==> src/rtl/add_16_pkg.sv <==
// Shared ALU constants for the adder datapath.
// Latency: n/a (constants only).
// Backpressure: n/a.
package add_16_pkg;

    // Native ALU operand width and the carry-lookahead slice width.
    localparam int ALU_WIDTH = 16;
    localparam int ALU_SLICE = 4;

endpackage : add_16_pkg

==> src/rtl/add_16_cla4.sv <==
// 4-bit carry-lookahead adder slice; carries inside the slice are computed
// in parallel from generate/propagate, slices are rippled by the parent.
// Latency: combinational. Backpressure: none.
//
// Ports:
//   a, b : 4-bit operand nibbles
//   cin  : carry into bit 0 of the slice
//   s    : 4-bit sum nibble
//   cout : carry out of bit 3 of the slice
module add_16_cla4 (
    input  logic [3:0] a,
    input  logic [3:0] b,
    input  logic       cin,
    output logic [3:0] s,
    output logic       cout
);

    logic [3:0] g;
    logic [3:0] p;
    logic [3:0] c;

    assign g = a & b;
    assign p = a ^ b;

    // Lookahead carries expanded from c[i+1] = g[i] | p[i] & c[i].
    assign c[0] = cin;
    assign c[1] = g[0] | (p[0] & cin);
    assign c[2] = g[1] | (p[1] & g[0]) | (p[1] & p[0] & cin);
    assign c[3] = g[2] | (p[2] & g[1]) | (p[2] & p[1] & g[0])
                | (p[2] & p[1] & p[0] & cin);
    assign cout = g[3] | (p[3] & g[2]) | (p[3] & p[2] & g[1])
                | (p[3] & p[2] & p[1] & g[0])
                | (p[3] & p[2] & p[1] & p[0] & cin);

    assign s = p ^ c;

endmodule : add_16_cla4

==> src/rtl/add_16.sv <==
// Unsigned WIDTH-bit adder with a combinational result and a registered copy.
// Latency: out/ovfl combinational (0 cycles); out_q/ovfl_q one clk cycle.
// Backpressure: none; the registered copy captures every rising clk edge.
//
// Ports:
//   out, ovfl     : combinational sum (mod 2^WIDTH) and unsigned carry-out
//   in1, in2      : unsigned operands
//   clk, rst      : ALU clock, async active-high reset (registered path only)
//   out_q, ovfl_q : out/ovfl registered on rising clk, cleared by rst
module add_16
    import add_16_pkg::*;
#(
    parameter int WIDTH = ALU_WIDTH
) (
    output logic [WIDTH-1:0] out,
    output logic             ovfl,
    input  logic [WIDTH-1:0] in1,
    input  logic [WIDTH-1:0] in2,
    input  logic             clk,
    input  logic             rst,
    output logic [WIDTH-1:0] out_q,
    output logic             ovfl_q
);

    localparam int NSLICE = WIDTH / ALU_SLICE;

    // carry[k] is the carry into slice k; carry[NSLICE] is the adder carry-out.
    logic [NSLICE:0] carry;

    assign carry[0] = 1'b0;

    for (genvar k = 0; k < NSLICE; k++) begin : g_slice
        add_16_cla4 u_cla4 (
            .a    (in1[k*ALU_SLICE +: ALU_SLICE]),
            .b    (in2[k*ALU_SLICE +: ALU_SLICE]),
            .cin  (carry[k]),
            .s    (out[k*ALU_SLICE +: ALU_SLICE]),
            .cout (carry[k+1])
        );
    end

    assign ovfl = carry[NSLICE];

    // Registered copy; reset only touches these flops, never the combinational path.
    logic [WIDTH-1:0] out_d;
    logic             ovfl_d;

    assign out_d  = out;
    assign ovfl_d = ovfl;

    always_ff @(posedge clk or posedge rst) begin
        if (rst) begin
            out_q  <= '0;
            ovfl_q <= 1'b0;
        end else begin
            out_q  <= out_d;
            ovfl_q <= ovfl_d;
        end
    end

endmodule : add_16

==> config.mk <==
export PLATFORM = sky130hd
export DESIGN_NAME = add_16
export DESIGN_NICKNAME = d
export VERILOG_FILES = /design/src/rtl/add_16_pkg.sv /design/src/rtl/add_16_cla4.sv /design/src/rtl/add_16.sv
export SDC_FILE = /design/constraint.sdc
export NUM_CORES = 1
export LEC_CHECK = 0
export BUFFER_PORTS_ARGS = -buffer_cell sky130_fd_sc_hd__buf_4
export CAP_MARGIN = 20
export CORE_MARGIN = 3
export CORE_UTILIZATION = 40
export CTS_BUF_LIST = sky130_fd_sc_hd__clkbuf_8
export DETAILED_ROUTE_END_ITERATION = 10
export PLACE_DENSITY = 0.78
export SLEW_MARGIN = 10
export SYNTH_ARGS = -nofsm -noshare
export SYNTH_HDL_FRONTEND = slang
export SYNTH_SLANG_ARGS = --single-unit
==> constraint.sdc <==
create_clock -name clk -period 2.2 [get_ports clk]
set_input_delay 0.22 -clock clk [delete_from_list [all_inputs] [get_ports clk]]
set_output_delay 0.22 -clock clk [all_outputs]
set_load 0.03 [all_outputs]
==> impl_metrics.toml, run 1 <==
[die]
die_area_mm2 = 0.00342
die_h_um = 58.5
fp-row-count = 18
die_x_um = 58.5
start_util = 0.433
io_pins = 68
core_mm2 = 0.00254

[detailed_routing]
wl_mm = 3.65
drtIter0Drc = 25
ant_nets = 0
via_count = 1182
wl_per_cell_um = 16.5
drt-pass1-iter-count = 4
drc = 0
via_per_inst = 5.32

[setup_path]
critPathRequiredTime_ps = 1980
max_stage_delay_ps = 380
critical_path_class = "input port to primary output"
crit_top_cell = "buf_6"
worstPathMaxFanout = 4
start_kind = "input port"
worstPathArrival_ps = 2110
endpoint_kind = "primary output"
cp_cell_sequence = "buf_6 > ha_4 > a21o_1 > a211o_2 > a21oi_4 > o21ai_2 > fa_2 > xor2_4 > buf_6"
cp_slowest_cell = "a211o_2"

[layout]
layout.nets = 247
stdcell_area_mm2 = 0.00207
stdcell_count = 222
antenna_cells = 0
drive_gt1_frac = 0.594
synthToLayoutAreaGrowth_pct = 87.6
fillers = 154

[timing]
period_share = 1.06
worst_pin_slew_ps = 658
setup_viol = 10
period_minus_slack_ps = 2330
finalMaxSlewViolations = 0
slew_headroom = 0.561
tns_ps = -807
fmax_mhz = 430
hold_violations = 0
rsz0062_at_grt = "true"
setup_ws_ps = -128

[power_and_ir_drop]
totalPowerFinal_w = 0.00151
power_density_mw_per_mm2 = 733
leakagePower_nw = 1.04
irDropWorstVdd_uv = 810

[yosys]
ys_ff_latch = 17
synthArstFlopShare = 1.00
synth.top_cells.by_area = "dfrtp_1, ha_1, fa_1, xor2_1, a21oi_1"
synthAdderAreaFrac = 0.255
yosysTopAreaCellShare = 0.386
synth_area_mm2 = 0.00110
synth_compound_gate_area_share = 0.174
synth.area.mux_share = 0
syn_area_per_cell_um2 = 11.4
syn_nets = 151
synth_edf_count = 0
netlist_instances = 97
yosys_warnings = 0
synth_top_area_cell = "dfrtp_1"
synth_top_family_by_area = "adder cells"
synth.distinct_cells = 25
yosysSeqAreaShare = 0.386
synth_xor_area_frac = 0.0716
synth-simple-area-share = 0.0966
synth_ff_type = "dfrtp_1"

[global_routing]
grt_antenna_before_repair = 0
grt_use_total = 0.231
grt_pass1_wl_mm = 5.81
grt_max_degree = 18
grt_remaining_overflow = 0
grt_pass1_vias = 1274

[clock_tree]
clockBufferDepth = 2
cts_tree = "yes"
h-tree-depth = 1
path_clk_slew_ps = 60
hold_buffers = 0
cts_made_buffers = 3
clock_sinks = 17
cts-root-buf = "clkbuf_8"

[place]
dpl_cell_area_mm2 = 0.00185
io_buffers = 67
routabilityCongestion = 0.890
dp_cells = 213
hpwlAfterDp_mm = 2.58

[outcome]
status = "complete, but fails checks"
violations = "setup timing"

[worst_hold_path]
hold_path_class = "input port to async pin"

[job]
max-cap-violations = 0
-- placed cells by master (no fill, tap or decap), drive strengths merged, types with 3 or more instances in the layout --
| cell | count |
|---|---|
| a211o | 3 |
| xnor2 | 3 |
| clkbuf | 3 |
| xor2 | 6 |
| o21ai | 6 |
| dfrtp | 17 |
| nor2 | 7 |
| inv | 6 |
| buf | 91 |
| fa | 4 |
| and4 | 3 |
| a21o | 4 |
| ha | 16 |
| nand2 | 3 |
| a21oi | 8 |
-- through the flow --
stage	worst slack, ps	utilization	hold slack (ps)
3_5_place_dp	-217	0.727	350
5_1_grt	-173	0.812	111
6_report	-128	0.812	59.4
4_1_cts	-145	0.797	81.4
2_1_floorplan	20.5	-	146
3_3_place_gp	-183	0.727	335
-- layer usage --
layer  vias to the layer above  GRT usage  share of wire
li1                        547          -              -
met1                       567      0.240           0.35
met2                        62      0.426           0.55
met3                         6     0.0526          0.083
met4                         0      0.123          0.021
met5                         -          0              0
-- repair_timing --
action / CTS / global route
setup endpoints to repair: 13 / 12
pin swaps: 13 / 7
gates resized for setup: 21 / 6
setup buffers: 3 / 2
-- final cells by class --
class,count,area (um2),area share
Sequential cell,17,425,0.206
Clock buffer,3,41.3,0.0200
Timing Repair Buffer,91,739,0.358
Multi-Input combinational cell,75,800,0.387
Inverter,5,18.8,0.00909
Clock inverter,1,3.75,0.00182
Tap cell,30,37.5,0.0182
-- cell families (layout without fill, tap and decap cells) --
group | Yosys count | in the layout
flops | 17 | 17
fa+ha+maj | 20 | 20
simple gates | 19 | 19
compound gates | 27 | 27
xor+xnor | 9 | 9
buf+inv | 5 | 100
-- power breakdown --
| group | leakage, nW | switching, W | internal, W |
|---|---|---|---|
| Combinational | 0.812 | 0.000497 | 0.000393 |
| Clock | 0.0269 | 0.000108 | 0.000124 |
| Sequential | 0.198 | 0.0000187 | 0.000374 |
-- critical path: cells and delay by family --
| family | cells | cell delay (ps) |
|---|---|---|
| AOI/OAI and AO/OA | 4 | 870 |
| adders and majority gates | 2 | 610 |
| buffers and inverters | 2 | 240 |
| xor gates and xnor gates | 1 | 170 |
-- Yosys cell counts (2+ instances only) --
cell type  count
o21ai_0        6
inv_1          5
a311o_1        2
a21o_1         4
nor2_1         7
ha_1          16
dfrtp_1       17
xnor2_1        3
a21oi_1        7
nand3b_1       2
and4_1         3
xor2_1         6
nand2_1        3
fa_1           4
a211o_1        2
-- state kept, by name, indices dropped and copies added (netlist names) --
| signal | count |
|---|---|
| ovfl_q | 1 |
| out_q | 16 |
-- path summary, 6_finish.rpt --
kind | start | slack [ps] | end
max | in2[2] | -130 | out[13]
min | rst | 60 | out_q[4]$_DFF_PP0_
max in group asynchronous | rst | 1720 | out_q[5]$_DFF_PP0_
min in group clk | in2[0] | 230 | out_q[0]$_DFF_PP0_
(Power assumes the default switching activity.)
==> run 2: changes to the inputs <==
- PLACE_DENSITY: 0.78 -> unset
- PLACE_DENSITY_LB_ADDON: unset -> 0.2
==> run 2 against run 1 <==
Compared with the run above: the flow still finishes with violations (setup timing); cell count down 0.90%; routed wire length down 11%; utilization down 1.4 points; global-route usage down 2.3 points; flip-flop and latch count unchanged; final area down 1.8%.
==> impl_metrics.toml, run 2 (same netlist as run 1, synthesis figures left out) <==
[outcome]
status = "complete, but fails checks"
violations = "setup timing"

[setup_path]
path_delay_family = "compound AO/OA/AOI/OAI gates"
critical_path_class = "input port to primary output"
endpoint_kind = "primary output"
critPathRequiredTime_ps = 1980
cp_slowest_cell = "a211o_2"
worstPathBufferInverterCount = 2
max_stage_delay_ps = 380
start_kind = "input port"
worstPathMaxFanout = 4
cp_cell_sequence = "buf_4 > ha_4 > a21o_1 > a211o_2 > a21oi_4 > o21ai_2 > fa_2 > xor2_4 > buf_6"
worstPathArrival_ps = 2100

[layout]
layout.nets = 245
largest_reg_flops = 16
top_regs = "out_q x16, ovfl_q x1"
regArea_um2 = 425
multi_input_area_um2 = 790
synthToLayoutAreaGrowth_pct = 84.3
fillers = 163
layout_common_cells = "buf_4, dfrtp_1, buf_6, ha_1"
utilization = 0.797
regMostFlops = "out_q"
drive_gt1_frac = 0.579
antenna_cells = 0
layout_commonest_cell = "buf_4"
stdcell_count = 220

[clock_tree]
cts_made_buffers = 3
h-tree-depth = 1
cts-root-buf = "clkbuf_8"
cts_tree = "yes"
clockBufferDepth = 2
path_clk_slew_ps = 70
clock_sinks = 17

[power_and_ir_drop]
seqPwrFrac = 0.261
p_clk_frac = 0.155
irDropWorstVdd_uv = 530
power_density_mw_per_mm2 = 734
p_int_w = 0.000882
totalPowerFinal_w = 0.00149
power.share.switching = 0.408
leakagePower_nw = 1.02
pwr-share-comb = 0.584
switching_power_w = 0.000609

[die]
start_util = 0.433
core_mm2 = 0.00254
die_h_um = 58.5
io_pins = 68
fp-row-count = 18
die_area_mm2 = 0.00342
die_x_um = 58.5

[global_routing]
grt_pass1_vias = 1271
grt_max_degree = 18
grt_remaining_overflow = 0
grt_pass1_wl_mm = 5.40
grt_use_total = 0.208
grt_antenna_before_repair = 0

[job]
max-cap-violations = 0

[timing]
setup_ws_ps = -123
period_share = 1.06
rsz0062_at_grt = "true"
hold_violations = 0
period_minus_slack_ps = 2320
finalMaxSlewViolations = 0
slew_headroom = 0.574
fmax_mhz = 430
worst_pin_slew_ps = 638
setup_viol = 10

[place]
dp_cells = 210
hpwlAfterDp_mm = 2.57
io_buffers = 67
dp_worst_setup_slack_ps = -244
routabilityCongestion = 0.811

[detailed_routing]
ant_nets = 0
drc = 0
via_per_inst = 5.18
wl_per_cell_um = 14.8
drtIter0Drc = 15
drt-pass1-iter-count = 4
via_count = 1140
wl_mm = 3.25

[worst_hold_path]
hold_path_class = "input port to async pin"
run 2: cell types whose count changed in the layout (fill, tap and decap cells not counted), sizes merged:
cell	previous run	this run
buf	91	89
run 2: layout make-up:
type | instances | share of cell area
clock buffer | 3 | 0.0203
clock inverter | 1 | 0.00185
inverter | 5 | 0.00925
multi-input combinational | 75 | 0.389
sequential | 17 | 0.210
tap | 30 | 0.0185
timing repair buffer | 89 | 0.351
run 2: routing by layer:
metal	global-route usage	up-vias	wire length [um]
met5	0	-	0
met4	0.0662	0	85
met3	0.0241	8	176
met2	0.437	48	1910
met1	0.202	545	1080
li1	-	539	-
run 2: per-stage QoR:
stage	cell area (um2)	TNS (ps)	hold WS, ps
finish	2030	-714	54.1
global route	2030	-1710	106
CTS	2000	-482	77.4
detailed placement	1830	-1790	350
global placement	1830	-1220	342
floorplan	1170	0	146
run 2: what timing repair did:
action                                  in CTS  in global routing
resized for setup                           18                  3
hold buffers                                 0                  0
endpoints found under the setup margin      11                 12
pin swaps                                   13                  6
setup buffers                                4                  2
endpoints found under the hold margin        0                  0
run 2: worst max-delay path by stage:
| stage | startpoint | endpoint | cells past startpoint |
|---|---|---|---|
| floorplan | in1[3] | out[11] | 6 |
| global placement | in1[1] | out[9] | 9 |
| detailed placement | in1[6] | out[9] | 9 |
| CTS | in2[2] | out[9] | 9 |
| global route | in2[2] | out[13] | 9 |
| finish | in1[2] | out[13] | 9 |
run 2: power by group through the flow:
stage / logic (W) / clock network, W / registers (W)
2_1_floorplan: 0.000339 / 0 / 0.000525
3_3_place_gp: 0.000774 / 0 / 0.000394
3_5_place_dp: 0.000790 / 0 / 0.000396
4_1_cts: 0.000850 / 0.000238 / 0.000390
5_1_grt: 0.000926 / 0.000257 / 0.000395
6_report: 0.000870 / 0.000231 / 0.000390
